File: src/rtl/game_match_ctrl_if.sv
// Signal bundle between the match controller, the host/test side and the counter.
// The slave modport is the controller's view; master is the environment's view.
interface game_match_ctrl_if #(
    parameter int IVW = 4,
    parameter int SW  = 2
);
    logic           cfg_we;
    logic [IVW-1:0] cfg_init_value;
    logic [7:0]     cfg_mode_seq;
    logic [7:0]     cfg_hold;
    logic           start;
    logic           abort;

    logic           ctr_clear;
    logic           ctr_init;
    logic [1:0]     ctr_control;
    logic [IVW-1:0] ctr_initial_value;
    logic [1:0]     ctr_who;
    logic           ctr_gameover;

    logic           busy;
    logic           round_done;
    logic [SW-1:0]  score_win;
    logic [SW-1:0]  score_lose;
    logic           match_done;
    logic [1:0]     match_winner;

    modport master (
        output cfg_we, cfg_init_value, cfg_mode_seq, cfg_hold, start, abort,
        output ctr_who, ctr_gameover,
        input  ctr_clear, ctr_init, ctr_control, ctr_initial_value,
        input  busy, round_done, score_win, score_lose, match_done, match_winner
    );

    modport slave (
        input  cfg_we, cfg_init_value, cfg_mode_seq, cfg_hold, start, abort,
        input  ctr_who, ctr_gameover,
        output ctr_clear, ctr_init, ctr_control, ctr_initial_value,
        output busy, round_done, score_win, score_lose, match_done, match_winner
    );
endinterface

File: src/rtl/game_match_ctrl.sv
// Best-of-N match sequencer for the multi-mode game counter: clears/loads the
// counter each round, steps its mode through a 4-entry schedule, tallies winners.
module game_match_ctrl #(
    parameter  int COUNT_MAX_VALUE = 15,
    parameter  int ROUNDS_TO_WIN   = 3,
    localparam int IVW             = $clog2(COUNT_MAX_VALUE),
    localparam int SW              = $clog2(ROUNDS_TO_WIN + 1)
) (
    input  logic               clk,
    input  logic               rst,
    game_match_ctrl_if.slave   bus
);

    localparam logic [SW-1:0] RTW = SW'(ROUNDS_TO_WIN);

    typedef enum logic [2:0] {
        ST_IDLE,
        ST_CLEAR,
        ST_LOAD,
        ST_RUN,
        ST_ROUND_END,
        ST_DONE
    } state_t;

    state_t         state_q,      state_d;
    logic [IVW-1:0] initValue_q,  initValue_d;
    logic [7:0]     modeSeq_q,    modeSeq_d;
    logic [7:0]     hold_q,       hold_d;
    logic [1:0]     step_q,       step_d;
    logic [7:0]     holdCnt_q,    holdCnt_d;
    logic [SW-1:0]  scoreWin_q,   scoreWin_d;
    logic [SW-1:0]  scoreLose_q,  scoreLose_d;
    logic [1:0]     winner_q,     winner_d;
    logic           abortClr_q,   abortClr_d;
    logic [7:0]     holdLast;

    always_ff @(posedge clk or posedge rst) begin
        if (rst) begin
            state_q     <= ST_IDLE;
            initValue_q <= '0;
            modeSeq_q   <= 8'h00;
            hold_q      <= 8'd1;
            step_q      <= 2'd0;
            holdCnt_q   <= 8'd0;
            scoreWin_q  <= '0;
            scoreLose_q <= '0;
            winner_q    <= 2'b00;
            abortClr_q  <= 1'b0;
        end else begin
            state_q     <= state_d;
            initValue_q <= initValue_d;
            modeSeq_q   <= modeSeq_d;
            hold_q      <= hold_d;
            step_q      <= step_d;
            holdCnt_q   <= holdCnt_d;
            scoreWin_q  <= scoreWin_d;
            scoreLose_q <= scoreLose_d;
            winner_q    <= winner_d;
            abortClr_q  <= abortClr_d;
        end
    end

    // A programmed hold of 0 behaves like 1, so the step advances every cycle.
    assign holdLast = (hold_q == 8'd0) ? 8'd0 : hold_q - 8'd1;

    always_comb begin
        state_d     = state_q;
        initValue_d = initValue_q;
        modeSeq_d   = modeSeq_q;
        hold_d      = hold_q;
        step_d      = step_q;
        holdCnt_d   = holdCnt_q;
        scoreWin_d  = scoreWin_q;
        scoreLose_d = scoreLose_q;
        winner_d    = winner_q;
        abortClr_d  = 1'b0;

        case (state_q)
            ST_IDLE: begin
                if (bus.cfg_we) begin
                    initValue_d = bus.cfg_init_value;
                    modeSeq_d   = bus.cfg_mode_seq;
                    hold_d      = bus.cfg_hold;
                end
                if (bus.start) begin
                    state_d     = ST_CLEAR;
                    scoreWin_d  = '0;
                    scoreLose_d = '0;
                    winner_d    = 2'b00;
                end
            end
            ST_CLEAR: state_d = ST_LOAD;
            ST_LOAD: begin
                step_d    = 2'd0;
                holdCnt_d = 8'd0;
                state_d   = ST_RUN;
            end
            ST_RUN: begin
                // Step is frozen on gameover so ROUND_END still shows the last mode.
                if (bus.ctr_gameover) begin
                    state_d = ST_ROUND_END;
                    if (bus.ctr_who == 2'b01 && scoreWin_q != RTW) begin
                        scoreWin_d = scoreWin_q + 1'b1;
                    end else if (bus.ctr_who == 2'b10 && scoreLose_q != RTW) begin
                        scoreLose_d = scoreLose_q + 1'b1;
                    end
                end else if (holdCnt_q >= holdLast) begin
                    holdCnt_d = 8'd0;
                    step_d    = step_q + 2'd1;
                end else begin
                    holdCnt_d = holdCnt_q + 8'd1;
                end
            end
            ST_ROUND_END: begin
                if (scoreWin_q == RTW) begin
                    winner_d = 2'b01;
                    state_d  = ST_DONE;
                end else if (scoreLose_q == RTW) begin
                    winner_d = 2'b10;
                    state_d  = ST_DONE;
                end else begin
                    state_d = ST_CLEAR;
                end
            end
            ST_DONE: state_d = ST_IDLE;
            default: state_d = ST_IDLE;
        endcase

        // Abort outranks a same-cycle gameover, so any tally from RUN is discarded.
        if (bus.abort && state_q != ST_IDLE) begin
            state_d     = ST_IDLE;
            scoreWin_d  = scoreWin_q;
            scoreLose_d = scoreLose_q;
            winner_d    = 2'b00;
            abortClr_d  = 1'b1;
        end
    end

    assign bus.busy              = (state_q != ST_IDLE);
    assign bus.ctr_clear         = (state_q == ST_CLEAR) || abortClr_q;
    assign bus.ctr_init          = (state_q == ST_LOAD);
    assign bus.ctr_control       = (state_q == ST_RUN || state_q == ST_ROUND_END)
                                   ? modeSeq_q[{step_q, 1'b0} +: 2] : 2'b00;
    assign bus.ctr_initial_value = initValue_q;
    assign bus.round_done        = (state_q == ST_ROUND_END);
    assign bus.match_done        = (state_q == ST_DONE);
    assign bus.score_win         = scoreWin_q;
    assign bus.score_lose        = scoreLose_q;
    assign bus.match_winner      = winner_q;

endmodule

File: src/flat_wrapper.sv
// flat-port wrapper written by rule: the top's interface ports become plain ports
module game_match_ctrl_flat 
#(
    parameter  int COUNT_MAX_VALUE = 15,
    parameter  int ROUNDS_TO_WIN   = 3,
    localparam int IVW             = $clog2(COUNT_MAX_VALUE),
    localparam int SW              = $clog2(ROUNDS_TO_WIN + 1)
)
  (clk, rst, bus_cfg_we, bus_cfg_init_value, bus_cfg_mode_seq, bus_cfg_hold, bus_start, bus_abort, bus_ctr_who, bus_ctr_gameover, bus_ctr_clear, bus_ctr_init, bus_ctr_control, bus_ctr_initial_value, bus_busy, bus_round_done, bus_score_win, bus_score_lose, bus_match_done, bus_match_winner);
  game_match_ctrl_if bus_i ();
  input  logic clk;
  input  logic rst;
  input wire logic [$bits(bus_i.cfg_we)-1:0] bus_cfg_we;
  input wire logic [$bits(bus_i.cfg_init_value)-1:0] bus_cfg_init_value;
  input wire logic [$bits(bus_i.cfg_mode_seq)-1:0] bus_cfg_mode_seq;
  input wire logic [$bits(bus_i.cfg_hold)-1:0] bus_cfg_hold;
  input wire logic [$bits(bus_i.start)-1:0] bus_start;
  input wire logic [$bits(bus_i.abort)-1:0] bus_abort;
  input wire logic [$bits(bus_i.ctr_who)-1:0] bus_ctr_who;
  input wire logic [$bits(bus_i.ctr_gameover)-1:0] bus_ctr_gameover;
  output wire logic [$bits(bus_i.ctr_clear)-1:0] bus_ctr_clear;
  output wire logic [$bits(bus_i.ctr_init)-1:0] bus_ctr_init;
  output wire logic [$bits(bus_i.ctr_control)-1:0] bus_ctr_control;
  output wire logic [$bits(bus_i.ctr_initial_value)-1:0] bus_ctr_initial_value;
  output wire logic [$bits(bus_i.busy)-1:0] bus_busy;
  output wire logic [$bits(bus_i.round_done)-1:0] bus_round_done;
  output wire logic [$bits(bus_i.score_win)-1:0] bus_score_win;
  output wire logic [$bits(bus_i.score_lose)-1:0] bus_score_lose;
  output wire logic [$bits(bus_i.match_done)-1:0] bus_match_done;
  output wire logic [$bits(bus_i.match_winner)-1:0] bus_match_winner;
  assign bus_i.cfg_we = bus_cfg_we;
  assign bus_i.cfg_init_value = bus_cfg_init_value;
  assign bus_i.cfg_mode_seq = bus_cfg_mode_seq;
  assign bus_i.cfg_hold = bus_cfg_hold;
  assign bus_i.start = bus_start;
  assign bus_i.abort = bus_abort;
  assign bus_i.ctr_who = bus_ctr_who;
  assign bus_i.ctr_gameover = bus_ctr_gameover;
  assign bus_ctr_clear = bus_i.ctr_clear;
  assign bus_ctr_init = bus_i.ctr_init;
  assign bus_ctr_control = bus_i.ctr_control;
  assign bus_ctr_initial_value = bus_i.ctr_initial_value;
  assign bus_busy = bus_i.busy;
  assign bus_round_done = bus_i.round_done;
  assign bus_score_win = bus_i.score_win;
  assign bus_score_lose = bus_i.score_lose;
  assign bus_match_done = bus_i.match_done;
  assign bus_match_winner = bus_i.match_winner;
  game_match_ctrl #(.COUNT_MAX_VALUE(COUNT_MAX_VALUE), .ROUNDS_TO_WIN(ROUNDS_TO_WIN)) u_core (.clk(clk), .rst(rst), .bus(bus_i));
endmodule
File: config.mk
export PLATFORM = sky130hd
export DESIGN_NAME = game_match_ctrl_flat
export DESIGN_NICKNAME = d
export VERILOG_FILES = /design/src/rtl/game_match_ctrl_if.sv /design/src/rtl/game_match_ctrl.sv /design/src/flat_wrapper.sv
export SDC_FILE = /design/constraint.sdc
export NUM_CORES = 1
export LEC_CHECK = 0
export ABC_AREA = 1
export CAP_MARGIN = 20
export CORE_UTILIZATION = 40
export CTS_BUF_LIST = sky130_fd_sc_hd__clkbuf_16
export DETAILED_ROUTE_END_ITERATION = 8
export PLACE_DENSITY_LB_ADDON = 0.1
export SLEW_MARGIN = 5
export SYNTH_ARGS = -nofsm -noshare
export SYNTH_HDL_FRONTEND = slang
export SYNTH_SLANG_ARGS = --single-unit
File: constraint.sdc
create_clock -name clk -period 5.16 [get_ports clk]
set_input_delay 1.032 -clock clk [delete_from_list [all_inputs] [get_ports clk]]
set_output_delay 1.032 -clock clk [all_outputs]
set_load 0.03 [all_outputs]
==> metrics.csv <==
stage;metric;value;unit
global_routing;grt_usage;16.2;%
worst_setup_path;reg2reg_depth;19;
clock_network;cts_tree;done;
placement;dpl.cell_count;386;
die;die_h;78.1;um
placement;hpwl;3350;um
routing;drtIter0Drc;72;
cells_and_area;final_nets;361;
global_routing;gr-total-overflow;0;
worst_setup_path;r2r_start;u_core.hold_q[0];
die;io-pin-count;45;
global_routing;grt_pass1_wl;7750;um
cells_and_area;final_cell_mix;53 x nand2_1, 44 x clkdlybuf4s50_1, 39 x dfrtp_1, 37 x inv_1, 34 x nor2_1;
yosys;netlist_top_cells_area;dfrtp_1 42%, nand2_1 8.6%, ha_1 6.5%;
clock_network;clk_path_buf_depth;2;
placement;io_buffers;44;
cells_and_area;antenna_cells;0;
yosys;yosysWarnings;0;
die;core-area;5540;um2
timing;final.setup.tns;0;ns
timing;fmax;323;MHz
hold_path;hold_start;u_core.bus.match_winner[0];
clock_network;postCtsResizedCells;0;
timing;drv_slew;0;
routing;drc;0;
cells_and_area;final_layout_size_suffix_gt1_share;11.8;%
power_and_ir_drop;ir_drop;0.288;mV
timing;period_minus_slack;3.10;ns
timing;rsz0062_at_grt;no;
clock_network;worstSkewPairLatency;0.28;ns
yosys;synth.largest_area_cell;dfrtp_1;
die;rows;27;
routing;wl;4490;um
timing;skew;0.00528;ns
yosys;syn_nets;314;
die;die_w;78.1;um
global_routing;grt_pass1_vias;1706;
routing;highest_layer;met4;
yosys;synth_cell_types;36;
worst_setup_path;cp-start-kind;register;
job;maxCapViolCount;0;
power_and_ir_drop;leakagePower;0.00151;uW
yosys;ys_seq_area_share;43.3;%
timing;worst_slew_pin_slew;0.505;ns
routing;wl_met2;2010;um
clock_network;post-cts-setup-buffers;0;
yosys;synth_top_area_share;42.2;%
cells_and_area;final_common_cell;nand2_1;
hold_path;hold_end;u_core.bus.match_winner[0];
timing;slew_headroom;66.4;%
worst_setup_path;rr_endpoint;u_core.holdCnt_q[6];
worst_setup_path;r2r_slack;2.49;ns
clock_network;cts_buffers;5;
worst_setup_path;crit_type;reg2out;
die;dieArea;6090;um2
die;start_util;41.8;%
routing;vias_per_cell;4.79;
global_routing;grt_start_max_net_pins;41;
hold_path;holdPathStages;2;
yosys;avgSynthCellArea;8.45;um2
routing;dr_wl_met3;163;um
hold_path;hold_class;reg2reg;
yosys;syn_area;2310;um2
worst_setup_path;cp-end-kind;output pin;
routing;route.detailed.wl_per_inst;11.4;um
power_and_ir_drop;power_density;533;nW/um2
worst_setup_path;arrival;2.06;ns
timing;holdWs;0.468;ns
routing;routedLengthMet1;2250;um
clock_network;path_clk_slew;0.06;ns
power_and_ir_drop;finalPower;1610;uW
timing;fin_crit_sh;60.0;%
placement;gp_congestion;0.781;
routing;num_vias;1889;
run_status;status;complete, no violations;
routing;drtPass1Iterations;4;
worst_setup_path;required;4.13;ns
clock_network;cts_sinks;40;
timing;setup_viol;0;
cells_and_area;fin_cells;394;
cells_and_area;final_util;54.7;%
yosys;syn_inst;274;
clock_network;cts_max_level;2;
yosys;ys_ff_latch;40;
cells_and_area;area_delta_synth_final;30.9;%
clock_network;cts_hold_buffers;0;
routing;drtAntennaViolNets;0;
global_routing;antenna_found_initial;0;
timing;hold_viol;0;
worst_setup_path;cp_max_fo;12;
clock_network;clock_tree.root_cell;clkbuf_16;
[final cells by class]
cell class | instances | area (um2)
Tap cell | 72 | 90.1
Sequential cell | 40 | 1000
Clock inverter | 3 | 90.1
Clock buffer | 5 | 125
Multi-Input combinational cell | 190 | 1130
Fill cell | 540 | 2510
Inverter | 39 | 148
Timing Repair Buffer | 45 | 448
[metal layers]
| metal | track usage (%) | vias up |
|---|---|---|
| li1 | - | 980 |
| met1 | 21.9 | 875 |
| met2 | 25.0 | 28 |
| met3 | 4.42 | 6 |
| met4 | 5.56 | 0 |
| met5 | 0 | - |
[power breakdown]
group | internal (uW) | total, uW | switching, uW
clock | 326 | 453 | 127
sequential | 420 | 500 | 80.2
combinational | 296 | 661 | 364
[synthesized netlist by cell type (all sizes together)]
cell type  instances
nand2             58
mux2              14
o211ai             2
or2                4
xor2               5
a21oi             11
clkbuf             1
o21ai             15
ha                12
a31oi              1
dfstp              1
buf                4
o21a               1
nand4              5
nor4               1
o22ai              1
a31o               1
dfrtp             39
inv               38
nor2              36
clkinv             1
xnor2              1
nor3               5
o21bai             2
and3               1
a21o               1
nand3             13
[sequential cells by signal, indices dropped and copies added (netlist names)]
register and cells:
u_core.abortClr_q 1, u_core.bus.score_win 2, u_core.holdCnt_q 8, u_core.modeSeq_q 8
u_core.state_q 3, u_core.bus.score_lose 2, u_core.bus.ctr_initial_value 4, u_core.step_q 2
u_core.hold_q 8, u_core.bus.match_winner 2
[worst max path at each step]
| stage | to | slack (ns) | depth (start not counted) | start |
|---|---|---|---|---|
| 2_1_floorplan | bus_ctr_control[0] | 2.66 | 5 | u_core.state_q[1] |
| 3_3_place_gp | bus_ctr_control[1] | 2.45 | 5 | u_core.state_q[0] |
| 3_5_place_dp | bus_ctr_control[0] | 2.38 | 5 | u_core.state_q[1] |
| 4_1_cts | bus_ctr_control[0] | 2.06 | 5 | u_core.state_q[1] |
| 5_1_grt | bus_ctr_control[1] | 1.91 | 5 | u_core.state_q[1] |
| 6_report | bus_ctr_control[0] | 2.06 | 5 | u_core.state_q[1] |
[per-stage QoR]
stage                     area, um2  worst slack (ns)
after floorplan                2310              2.66
after global placement         2810              2.45
after detailed placement       2810              2.38
after CTS                      3030              2.06
after global routing           3030              1.91
final                          3030              2.06
[worst max-delay path, cell delays in order, from the launching register on]
cell and delay, ns:
dfrtp_1 0.44, nand2_2 0.09, nor2_4 0.25, nor2_1 0.15, a21oi_1 0.16, clkdlybuf4s50_1 0.69
[kinds of logic after synthesis]
group	after synthesis	synth area share, %
and+or+nand+nor	123	23.3
DFF	40	43.3
buffers and inverters	44	8.05
adders and majority gates	12	6.49
AOI/OAI and AO/OA	35	8.49
muxes	14	8.11
xor gates and xnor gates	6	2.27
Note: power is estimated with default switching activity, not from simulation.
